[src/rtl/mem_pkg.sv]
// Shared definitions for the load/store request controller: FSM states,
// RV32I funct3 codes, LSU load-select codes and the peripheral address bit.
package mem_pkg;

    typedef enum logic [1:0] {
        IDLE   = 2'd0,
        ACCESS = 2'd1,
        DONE   = 2'd2
    } state_t;

    localparam logic [2:0] F3_B  = 3'b000;
    localparam logic [2:0] F3_H  = 3'b001;
    localparam logic [2:0] F3_W  = 3'b010;
    localparam logic [2:0] F3_BU = 3'b100;
    localparam logic [2:0] F3_HU = 3'b101;

    localparam logic [2:0] LD_SEL_B  = 3'b000;
    localparam logic [2:0] LD_SEL_H  = 3'b001;
    localparam logic [2:0] LD_SEL_W  = 3'b010;
    localparam logic [2:0] LD_SEL_BU = 3'b011;
    localparam logic [2:0] LD_SEL_HU = 3'b100;

    localparam int PERIPH_BIT = 14;

    function automatic logic [2:0] ld_sel_of(input logic [2:0] f3);
        case (f3)
            F3_B:    return LD_SEL_B;
            F3_H:    return LD_SEL_H;
            F3_BU:   return LD_SEL_BU;
            F3_HU:   return LD_SEL_HU;
            default: return LD_SEL_W;
        endcase
    endfunction

    // Unsupported funct3 codes are rejected through the same path as misalignment.
    function automatic logic req_legal(input logic we, input logic [2:0] f3,
                                       input logic [1:0] addr_lo);
        case (f3)
            F3_B:    return 1'b1;
            F3_BU:   return !we;
            F3_H:    return !addr_lo[0];
            F3_HU:   return !we && !addr_lo[0];
            F3_W:    return addr_lo == 2'b00;
            default: return 1'b0;
        endcase
    endfunction

endpackage

[src/rtl/st_align.sv]
// Store lane alignment: byte mask and lane-shifted write data from funct3
// and the low address bits. Purely combinational.
module st_align
    import mem_pkg::*;
(
    input  logic [2:0]  funct3,
    input  logic [1:0]  addr_lo,
    input  logic [31:0] wdata,
    output logic [3:0]  bmask,
    output logic [31:0] wdata_al
);

    always_comb begin
        bmask    = 4'b1111;
        wdata_al = wdata;
        case (funct3)
            F3_B, F3_BU: begin
                bmask    = 4'b0001 << addr_lo;
                wdata_al = {24'd0, wdata[7:0]} << {addr_lo, 3'b000};
            end
            F3_H, F3_HU: begin
                bmask    = 4'b0011 << addr_lo;
                wdata_al = {16'd0, wdata[15:0]} << {addr_lo, 3'b000};
            end
            default: ;
        endcase
    end

endmodule

[src/rtl/mem_req_ctrl.sv]
// Load/store request controller between the core and the LSU (IDLE/ACCESS/DONE).
// Optional watchdog: define MEM_TIMEOUT_EN to abort ACCESS after TIMEOUT_CYC cycles.
module mem_req_ctrl
    import mem_pkg::*;
#(
    parameter int TIMEOUT_CYC = 255
) (
    input  logic        clk,
    input  logic        rst,
    input  logic        req_valid,
    input  logic        req_we,
    input  logic [2:0]  req_funct3,
    input  logic [15:0] req_addr,
    input  logic [31:0] req_wdata,
    output logic [15:0] lsu_addr,
    output logic [31:0] lsu_wdata,
    output logic        lsu_wr_en,
    output logic        lsu_rd_en,
    output logic [3:0]  lsu_bmask,
    output logic [2:0]  lsu_ld_sel,
    input  logic [31:0] lsu_rdata,
    input  logic        lsu_ack,
    output logic        stall,
    output logic [31:0] ld_data,
    output logic        ld_valid,
    output logic        misalign,
    output logic        timeout
);

    if (TIMEOUT_CYC < 1 || TIMEOUT_CYC > 256) begin : g_bad_timeout_cyc
        $error("TIMEOUT_CYC must fit the 8-bit watchdog counter");
    end

    state_t      state_q, state_d;
    logic        we_q;
    logic        legal;
    logic        accept;
    logic        done_acc;
    logic        to_hit;
    logic [3:0]  st_bmask;
    logic [31:0] st_wdata;

    st_align u_st_align (
        .funct3   (req_funct3),
        .addr_lo  (req_addr[1:0]),
        .wdata    (req_wdata),
        .bmask    (st_bmask),
        .wdata_al (st_wdata)
    );

    assign legal  = req_legal(req_we, req_funct3, req_addr[1:0]);
    assign accept = (state_q == IDLE) && req_valid && legal;

    // Peripherals answer in one cycle, so their ACCESS never waits for ack.
    assign done_acc = lsu_addr[PERIPH_BIT] || lsu_ack;

    always_ff @(posedge clk or negedge rst) begin
        if (!rst) state_q <= IDLE;
        else      state_q <= state_d;
    end

    always_comb begin
        state_d  = state_q;
        stall    = 1'b0;
        misalign = 1'b0;
        case (state_q)
            IDLE: begin
                if (req_valid) begin
                    if (legal) begin
                        state_d = ACCESS;
                        stall   = 1'b1;
                    end else begin
                        misalign = 1'b1;
                    end
                end
            end
            ACCESS: begin
                stall = 1'b1;
                if (done_acc)    state_d = DONE;
                else if (to_hit) state_d = IDLE;
            end
            DONE:    state_d = IDLE;
            default: state_d = IDLE;
        endcase
    end

    assign lsu_rd_en = (state_q == ACCESS) && !we_q;
    assign lsu_wr_en = (state_q == ACCESS) && we_q;
    assign ld_valid  = (state_q == DONE) && !we_q;

    always_ff @(posedge clk or negedge rst) begin
        if (!rst) begin
            we_q       <= 1'b0;
            lsu_addr   <= '0;
            lsu_wdata  <= '0;
            lsu_bmask  <= '0;
            lsu_ld_sel <= LD_SEL_W;
            ld_data    <= '0;
        end else begin
            if (accept) begin
                we_q       <= req_we;
                lsu_addr   <= req_addr;
                lsu_wdata  <= st_wdata;
                lsu_bmask  <= req_we ? st_bmask : 4'b1111;
                lsu_ld_sel <= ld_sel_of(req_funct3);
            end
            if (state_q == ACCESS && done_acc && !we_q) ld_data <= lsu_rdata;
        end
    end

`ifdef MEM_TIMEOUT_EN
    logic [7:0] to_cnt_q;

    always_ff @(posedge clk or negedge rst) begin
        if (!rst)                   to_cnt_q <= '0;
        else if (state_q == ACCESS) to_cnt_q <= to_cnt_q + 8'd1;
        else                        to_cnt_q <= '0;
    end

    // Fires on the TIMEOUT_CYC-th ACCESS cycle; a same-cycle ack wins.
    assign to_hit = (state_q == ACCESS) && !done_acc && (to_cnt_q == 8'(TIMEOUT_CYC - 1));
`else
    assign to_hit = 1'b0;
`endif

    assign timeout = to_hit;

endmodule

[config.mk]
export PLATFORM = sky130hd
export DESIGN_NAME = mem_req_ctrl
export DESIGN_NICKNAME = d
export VERILOG_FILES = /design/src/rtl/mem_pkg.sv /design/src/rtl/st_align.sv /design/src/rtl/mem_req_ctrl.sv
export SDC_FILE = /design/constraint.sdc
export NUM_CORES = 1
export LEC_CHECK = 0
export BUFFER_PORTS_ARGS = -buffer_cell sky130_fd_sc_hd__buf_2
export CAP_MARGIN = 20
export CORE_ASPECT_RATIO = 1.4
export CORE_MARGIN = 2
export CORE_UTILIZATION = 31
export DETAILED_ROUTE_END_ITERATION = 6
export SYNTH_ARGS = -nofsm -noshare
export SYNTH_HDL_FRONTEND = slang
export SYNTH_SLANG_ARGS = --single-unit
[constraint.sdc]
create_clock -name clk -period 4.9 [get_ports clk]
set_clock_uncertainty 0.05 [all_clocks]
set_input_delay 0.98 -clock clk [delete_from_list [all_inputs] [get_ports clk]]
set_output_delay 0.98 -clock clk [all_outputs]
set_load 0.01 [all_outputs]
# Yosys cells after proc, flatten, opt, wreduce, memory -nomap -nowiden
# Index checks and enable logic that the tools add are counted.
classes:
  eq_ne: 9
  shifts: 4
  muxes: 15
  n_reduce_logical: 18
op_table:
  columns: ["operator", "n"]
  rows:
  - ["$pmux W32 S2", 1]
  - ["$shl A16 B5 Y32", 1]
  - ["$shl A8 B5 Y32", 1]
  - ["$pmux W3 S4", 1]
  - ["$logic_and A1 B1 Y1", 8]
  - ["$pmux W4 S2", 1]
  - ["$eq A3 B3 Y1 const B", 2]
  - ["$mux W2", 3]
  - ["$ne A2 B2 Y1 const B", 3]
  - ["$mux W1", 5]
  - ["$pmux W1 S5", 1]
  - ["$logic_not A2 Y1", 2]
  - ["$mux W4", 1]
  - ["$pmux W2 S2", 1]
  - ["$reduce_or A2 Y1", 2]
  - ["$shl A1 B2 Y4 const A", 1]
  - ["$shl A2 B2 Y4 const A", 1]
  - ["$eq A3 B1 Y1 const B", 1]
  - ["$eq A3 B2 Y1 const B", 1]
  - ["$logic_not A1 Y1", 3]
  - ["$logic_not A3 Y1", 1]
  - ["$reduce_and A3 Y1", 1]
  - ["$eq A2 B1 Y1 const B", 1]
  - ["$eq A2 B2 Y1 const B", 1]
  - ["other kinds (2)", 2]
word_totals:
  regBits: 90
  inputBits: 88
  out_inout_bits: 93
  wordCells: 53

# Depth between registers and ports, before layout
# Gate-level depths: netlist (run 1).
depth:
  word_depth: 6
  mapped_depth: 5
  mapped_depth_nobuf: 3

# Cells and area by module
# A second synthesis (run 1) with hierarchy kept.
hier_totals:
  cells_unflattened: 312
  hier_area_um2: 4160.2
modules_own_cells:
  columns: ["module", "instances", "cells_per_inst", "area_per_inst_um2", "seq_area_each_um2"]
  rows:
  - ["mem_req_ctrl", 1, 216, 3588.4, 2253.4]
  - ["st_align", 1, 96, 571.8, 0.0]

# Worst setup path after synthesis (run 1)
# No wires, ideal clock.
synth_path:
  kind: "input -> output"
  start: "input port req_funct3[2]"
  end: "output port stall"
  arrival_ns: 1.776
  t_required_ns: 3.870
  setup_slack_ns: 2.094
  path_stages: 3
  n_path_buf: 0
  path_cell_list: "or4_4 > nand2_1 > a31o_2"
synth_via:
  elab_chain_len: 5
  elab_cells_between_ends: 9
  classes_between: "eq/ne: 4; mux: 4; reduce/logical: 1"
synth_lines:
  columns: ["item", "line", "source"]
  rows:
  - ["from (decl)", "mem_req_ctrl.sv:12", "input logic [2:0] req_funct3,"]
  - ["$eq A3 B2 Y1 (tied with other cells)", "mem_pkg.sv:38", "case (f3)"]
  - ["$pmux W1 S5 (*)", "mem_pkg.sv:38", null]
  - ["$mux W1 (*)", "mem_req_ctrl.sv:69", "if (legal) begin"]
  - ["$mux W1 (*)", "mem_req_ctrl.sv:68", "if (req_valid) begin"]
  - ["$pmux W1 S2 (*)", "mem_req_ctrl.sv:66", "case (state_q)"]
  - ["to (decl)", "mem_req_ctrl.sv:23", "output logic stall,"]
# Mark *: on every way between the ends. The rest lies on a longest branch, timed or not.

# Worst setup path after layout (run 1)
layout_path:
  start: "input port req_funct3[1]"
  end: "output port stall"
# Same word-level chain as after synthesis.

==> flow_metrics.tcl, run 1 <==
set metrics [dict create \
    status "complete, no violations" \
    die_h_um 140.4 \
    min_path_cells 2 \
    timing.hold.ws_ps 415.8 \
    tightest_slew_ps 788.7 \
    ys_ff_latch 90 \
    syn_inst 328 \
    min_period_ps 3413 \
    start_kind "primary input" \
    routedWlPerCell_um 15.41 \
    place_congestion 0.7758 \
    ir_drop_v 0.0002226 \
    ys_seq_area_frac 0.5471 \
    dieArea_um2 14240 \
    worst-setup-path-type "primary input to primary output" \
    path_clk_slew_ps 60 \
    synth.avg_cell_area_um2 12.56 \
    design.core.area_um2 12940 \
    grt_pass1_wl_um 16940 \
    r2r_start "state_q[1]" \
    setup_tns_ps 0 \
    rows 49 \
    ys_top_cells_by_count "89 x dfrtp_1, 57 x mux2_2, 26 x inv_1, 26 x nand2_1, 24 x mux2i_1" \
    nNetsFinal 589 \
    dpl_cell_area_um2 5156 \
    overflow 0 \
    port_buffers 179 \
    crit_path_max_fanout 50 \
    syn-cell-area_um2 4119 \
    async_flop_share 1.000 \
    cp.arrival_ps 2380 \
    antenna_cells 0 \
    hold_end "lsu_ld_sel[1]" \
    max-slew-margin-rel 0.4742 \
    hold_class "flop to flop" \
    rr_worst_depth 4 \
    cts.path.max_buffers 2 \
    antenna_found_initial 0 \
    cts_tree "built" \
    vias_per_cell 4.740 \
    drcViolationCount 0 \
    slew_violations 0 \
    max_stage_delay_ps 600 \
    cap_violations 0 \
    worst_ep_required_time_ps 3870 \
    cts_made_buffers 9 \
    synthToLayoutAreaGrowth_pct 31.83 \
    slowest_stage "buf_2" \
    io_pins 181 \
    finalWirelength_um 10510 \
    hold_viol 0 \
    nFillCells 1300 \
    h-tree-depth 3 \
    synthDistinctLibCells 39 \
    r2r_slack_ps 2810 \
    start_util 0.3184 \
    postRouteAntennaNets 0 \
    drtPass1Iterations 5 \
    r2r_end "lsu_wdata[9]" \
    rsz0062_at_grt "no" \
    pwr_density_cell_nw_per_um2 501.6 \
    cts_root_buf "clkbuf_16" \
    synthFlopType "dfrtp_1" \
    setup_violations 0 \
    synth-edff-count 0 \
    post-place-ws_ps 1505 \
    cts_setup_buffers 0 \
    fmax_mhz 293.0 \
    synth_area_leaders "dfrtp_1 54%, mux2_2 16%, mux2i_1 5.8%, a222oi_1 3.4%, inv_1 2.4%" \
    leakagePower_nw 2.638 \
    cp_common_cell "buf_2" \
    cp_cell_sequence "buf_2, a221o_1, nand2_1, a31o_2, buf_2" \
    holdBufCountCts 0 \
    synth_top_area_frac 0.5407 \
    grt.total_usage 0.1512 \
    endpoint_kind "primary output" \
    finalWorstSetupSlack_ps 1487 \
    grt_pass1_vias 3456 \
    final_area_um2 5430 \
    finalCritPeriodShare 0.6965 \
    yosys.area.top_type "dfrtp_1" \
    via_count 3233 \
    drive_above_1_share 0.5198 \
    drt-initial-drc-count 139 \
    dpl.hpwl_um 7918 \
    cts_sinks 90 \
    die_w_um 101.4 \
    synth_most_common_cell "dfrtp_1" \
    ys_warn_count 0 \
    cp-startpoint "req_funct3[1]" \
    grt_max_degree 51 \
    clock_latency_ps 330 \
    hold_start "lsu_ld_sel[1]" \
    cts_resized 0 \
    syn_nets 416 \
]
-- kinds of logic after synthesis --
group,Yosys count,share of synthesized area
other cells,1,0.0009104
buf+inv,49,0.05802
flops,90,0.5471
xor+xnor,1,0.002127
compound gates,33,0.07108
simple gates,66,0.08749
mux,88,0.2333
-- stage by stage --
step / std cells / power [mW] / util
2_1_floorplan: 328 / 1.667 / -
3_3_place_gp: 668 / 2.075 / 0.3986
3_5_place_dp: 668 / 2.106 / 0.3986
4_1_cts: 682 / 2.779 / 0.4198
5_1_grt: 682 / 2.912 / 0.4198
6_report: 682 / 2.724 / 0.4198
-- cells in the final DEF, fill, tap and decap left out, types with 9 or more instances in the layout --
master | netlist | routed
a222oi_1 | 14 | 14
buf_2 | 4 | 178
clkbuf_16 | 0 | 9
dfrtp_1 | 89 | 89
inv_1 | 26 | 26
mux2_2 | 57 | 57
mux2i_1 | 24 | 24
nand2_1 | 26 | 26
nand2b_1 | 10 | 10
nor2b_1 | 10 | 10
-- worst max-delay path by stage --
stage | to | slack, ps | cells past startpoint
after floorplan | stall | 2090 | 3
after global placement | stall | 1530 | 5
after detailed placement | stall | 1510 | 5
after CTS | stall | 1500 | 5
after global routing | stall | 1380 | 5
final | stall | 1490 | 5
-- where the power goes --
part | total, mW | internal (mW) | switching [mW]
clock | 0.653 | 0.387 | 0.266
combinational | 0.895 | 0.450 | 0.445
sequential | 1.18 | 1.03 | 0.143
-- critical path: cells and delay by family --
family | cells | cell delay [ps]
and+or+nand+nor | 1 | 120
AOI/OAI and AO/OA | 2 | 530
buffers and inverters | 2 | 730
-- sequential cells by signal, summed over array words and instances (netlist names) --
| register | count |
|---|---|
| state_q | 2 |
| lsu_wdata | 32 |
| we_q | 1 |
| ld_data | 32 |
| lsu_addr | 16 |
| lsu_bmask | 4 |
| lsu_ld_sel | 3 |
-- layer usage --
| layer | global-route usage | wire length (um) |
|---|---|---|
| met4 | 0.05050 | 109 |
| met1 | 0.1782 | 4193 |
| met3 | 0.04541 | 757 |
| met5 | 0 | 0 |
| met2 | 0.2593 | 5448 |
-- cell type report --
cell class	count	area, um^2	share of cell area
Inverter	26	97.59	0.01797
Timing Repair Buffer	185	943.4	0.1737
Sequential cell	90	2253	0.4150
Clock inverter	4	45.04	0.008295
Multi-Input combinational cell	189	1639	0.3018
Tap cell	178	222.7	0.04101
Clock buffer	10	229.0	0.04217
Note: power is estimated with default switching activity, not from simulation.
==> inputs of run 2 (changes only) <==
==> constraint.sdc (replaced) <==
create_clock -name clk -period 3.3 [get_ports clk]
set_clock_uncertainty 0.05 [all_clocks]
set_input_delay 0.66 -clock clk [delete_from_list [all_inputs] [get_ports clk]]
set_output_delay 0.66 -clock clk [all_outputs]
set_load 0.01 [all_outputs]
==> run 2 against run 1 <==
Die area unchanged. Combinational power grew 49%. Wire length increased by 1.8%. Via count increased by 0.34%. Cell area increased by 1.3%. Critical path type unchanged. Highest routed layer unchanged.
==> flow_metrics.tcl, run 2 (synthesized netlist as in run 1, its figures left out) <==
set metrics [dict create \
    grt.total_usage 0.1535 \
    slew_violations 0 \
    die_h_um 140.4 \
    antenna_found_initial 0 \
    path_clk_slew_ps 60 \
    crit_path_max_fanout 16 \
    finalWirelength_um 10700 \
    via_count 3244 \
    rsz0062_at_grt "no" \
    worst_ep_required_time_ps 2590 \
    start_kind "primary input" \
    cts_made_buffers 9 \
    endpoint_kind "primary output" \
    p_int_mw 2.868 \
    power_frac_comb 0.318 \
    tightest_slew_ps 721.6 \
    drcViolationCount 0 \
    grt_pass1_wl_um 17030 \
    dp_cells 668 \
    drt-initial-drc-count 125 \
    netSwitchingFraction 0.3137 \
    cp.arrival_ps 1800 \
    cp_cell_sequence "buf_2, or4_4, nand2_1, a31o_2, buf_2" \
    max-slew-margin-rel 0.5179 \
    cts_resized 0 \
    dieArea_um2 14240 \
    status "complete, no violations" \
    design.core.area_um2 12940 \
    crit_buf_inv 2 \
    cts_sinks 90 \
    start_util 0.3184 \
    routedWlPerCell_um 15.64 \
    pwr_density_cell_nw_per_um2 759.9 \
    ir_drop_v 0.0003215 \
    cts_tree "built" \
    place_congestion 0.7872 \
    holdBufCountCts 0 \
    stdcell_count 684 \
    io_pins 181 \
    h-tree-depth 3 \
    cts_root_buf "clkbuf_16" \
    largestRegisters "ld_data (32), lsu_wdata (32), lsu_addr (16)" \
    overflow 0 \
    postRouteAntennaNets 0 \
    dpl.hpwl_um 7843 \
    hold_class "primary input to async pin" \
    r2r_slack_ps 1190 \
    nNetsFinal 589 \
    switchingPower_mw 1.311 \
    min_period_ps 2510 \
    clock_power_share 0.263 \
    grt_max_degree 54 \
    layout_common_cells "178 x buf_2, 89 x dfrtp_1, 57 x mux2_2, 26 x inv_1, 26 x nand2_1" \
    setup_tns_ps 0 \
    final_common_cell "buf_2" \
    pwr-share-seq 0.419 \
    cp_top_family "simple AND/OR/NAND/NOR gates" \
    nFillCells 1279 \
    finalCritPeriodShare 0.7607 \
    synthToLayoutAreaGrowth_pct 33.51 \
    fmax_mhz 398.4 \
    final_util 0.4251 \
    dpl_cell_area_um2 5181 \
    leakagePower_nw 2.667 \
    cts_setup_buffers 0 \
    clock_latency_ps 330 \
    rows 49 \
    port_buffers 179 \
    setup_violations 0 \
    cp_common_cell "buf_2" \
    slowest_stage "or4_4" \
    hold_viol 0 \
    cts.path.max_buffers 2 \
    antenna_cells 0 \
    worst-setup-path-type "primary input to primary output" \
    drive_above_1_share 0.5237 \
    vias_per_cell 4.743 \
    max_stage_delay_ps 560 \
    cap_violations 0 \
    drtPass1Iterations 5 \
    die_w_um 101.4 \
    grt_pass1_vias 3424 \
    final_area_um2 5499 \
]
## run 2: changes by cell type in the layout (fill, tap and decap cells not counted), sizes merged
cell / before / now
clkbuf: 10 / 9
bufinv: 1 / 2
clkinv: 3 / 4
inv: 26 / 27
## run 2: path summary, 6_finish.rpt
check | cells after the start | start | end
worst min-delay path | 1 | rst | lsu_addr[6]
worst max-delay path | 5 | req_addr[0] | stall
worst max register to register | 4 | state_q[1] | lsu_wdata[11]
worst min register to register | 2 | lsu_ld_sel[1] | lsu_ld_sel[1]
max in group asynchronous | 2 | rst | lsu_wdata[8]
min in group clk | 2 | lsu_ld_sel[1] | lsu_ld_sel[1]
## run 2: final cells by class
cell class                 count  area, um^2  share of cell area
clock buffer                   9       225.2             0.04096
clock inverter                 7       92.59             0.01684
inverter                      26       97.59             0.01775
multi-input combinational    189        1639              0.2981
sequential                    90        2253              0.4098
tap                          178       222.7             0.04050
timing repair buffer         185       968.4              0.1761
## run 2: power by group through the flow
stage / sequential [mW] / clock (mW) / combinational [mW]
2_1_floorplan: 1.96 / 0 / 0.511
3_3_place_gp: 1.76 / 0 / 1.33
3_5_place_dp: 1.77 / 0 / 1.36
4_1_cts: 1.76 / 1.13 / 1.36
5_1_grt: 1.81 / 1.19 / 1.45
6_report: 1.75 / 1.10 / 1.33
## run 2: per-stage QoR
stage | setup WS [ps] | total power [mW] | hold WS, ps
3_5_place_dp | 678.8 | 3.128 | 412.4
6_report | 789.7 | 4.179 | 266.2
5_1_grt | 739.1 | 4.455 | 304.9
4_1_cts | 782.2 | 4.249 | 286.4
2_1_floorplan | 1134 | 2.475 | 314.4
3_3_place_gp | 737.5 | 3.086 | 402.2
## run 2: metal layers
metal / global-route usage / vias up / part of all wire
met4: 0.06046 / 0 / 0.021
met5: 0 / - / 0
li1: - / 1501 / -
met1: 0.1811 / 1595 / 0.41
met3: 0.03842 / 15 / 0.065
met2: 0.2639 / 133 / 0.51
## run 2: worst register-to-register path, cell delays in order (launching register included)
cell	delay (ps)
dfrtp_1	400
or3b_2	530
a21oi_4	240
buf_12	330
mux2_2	440
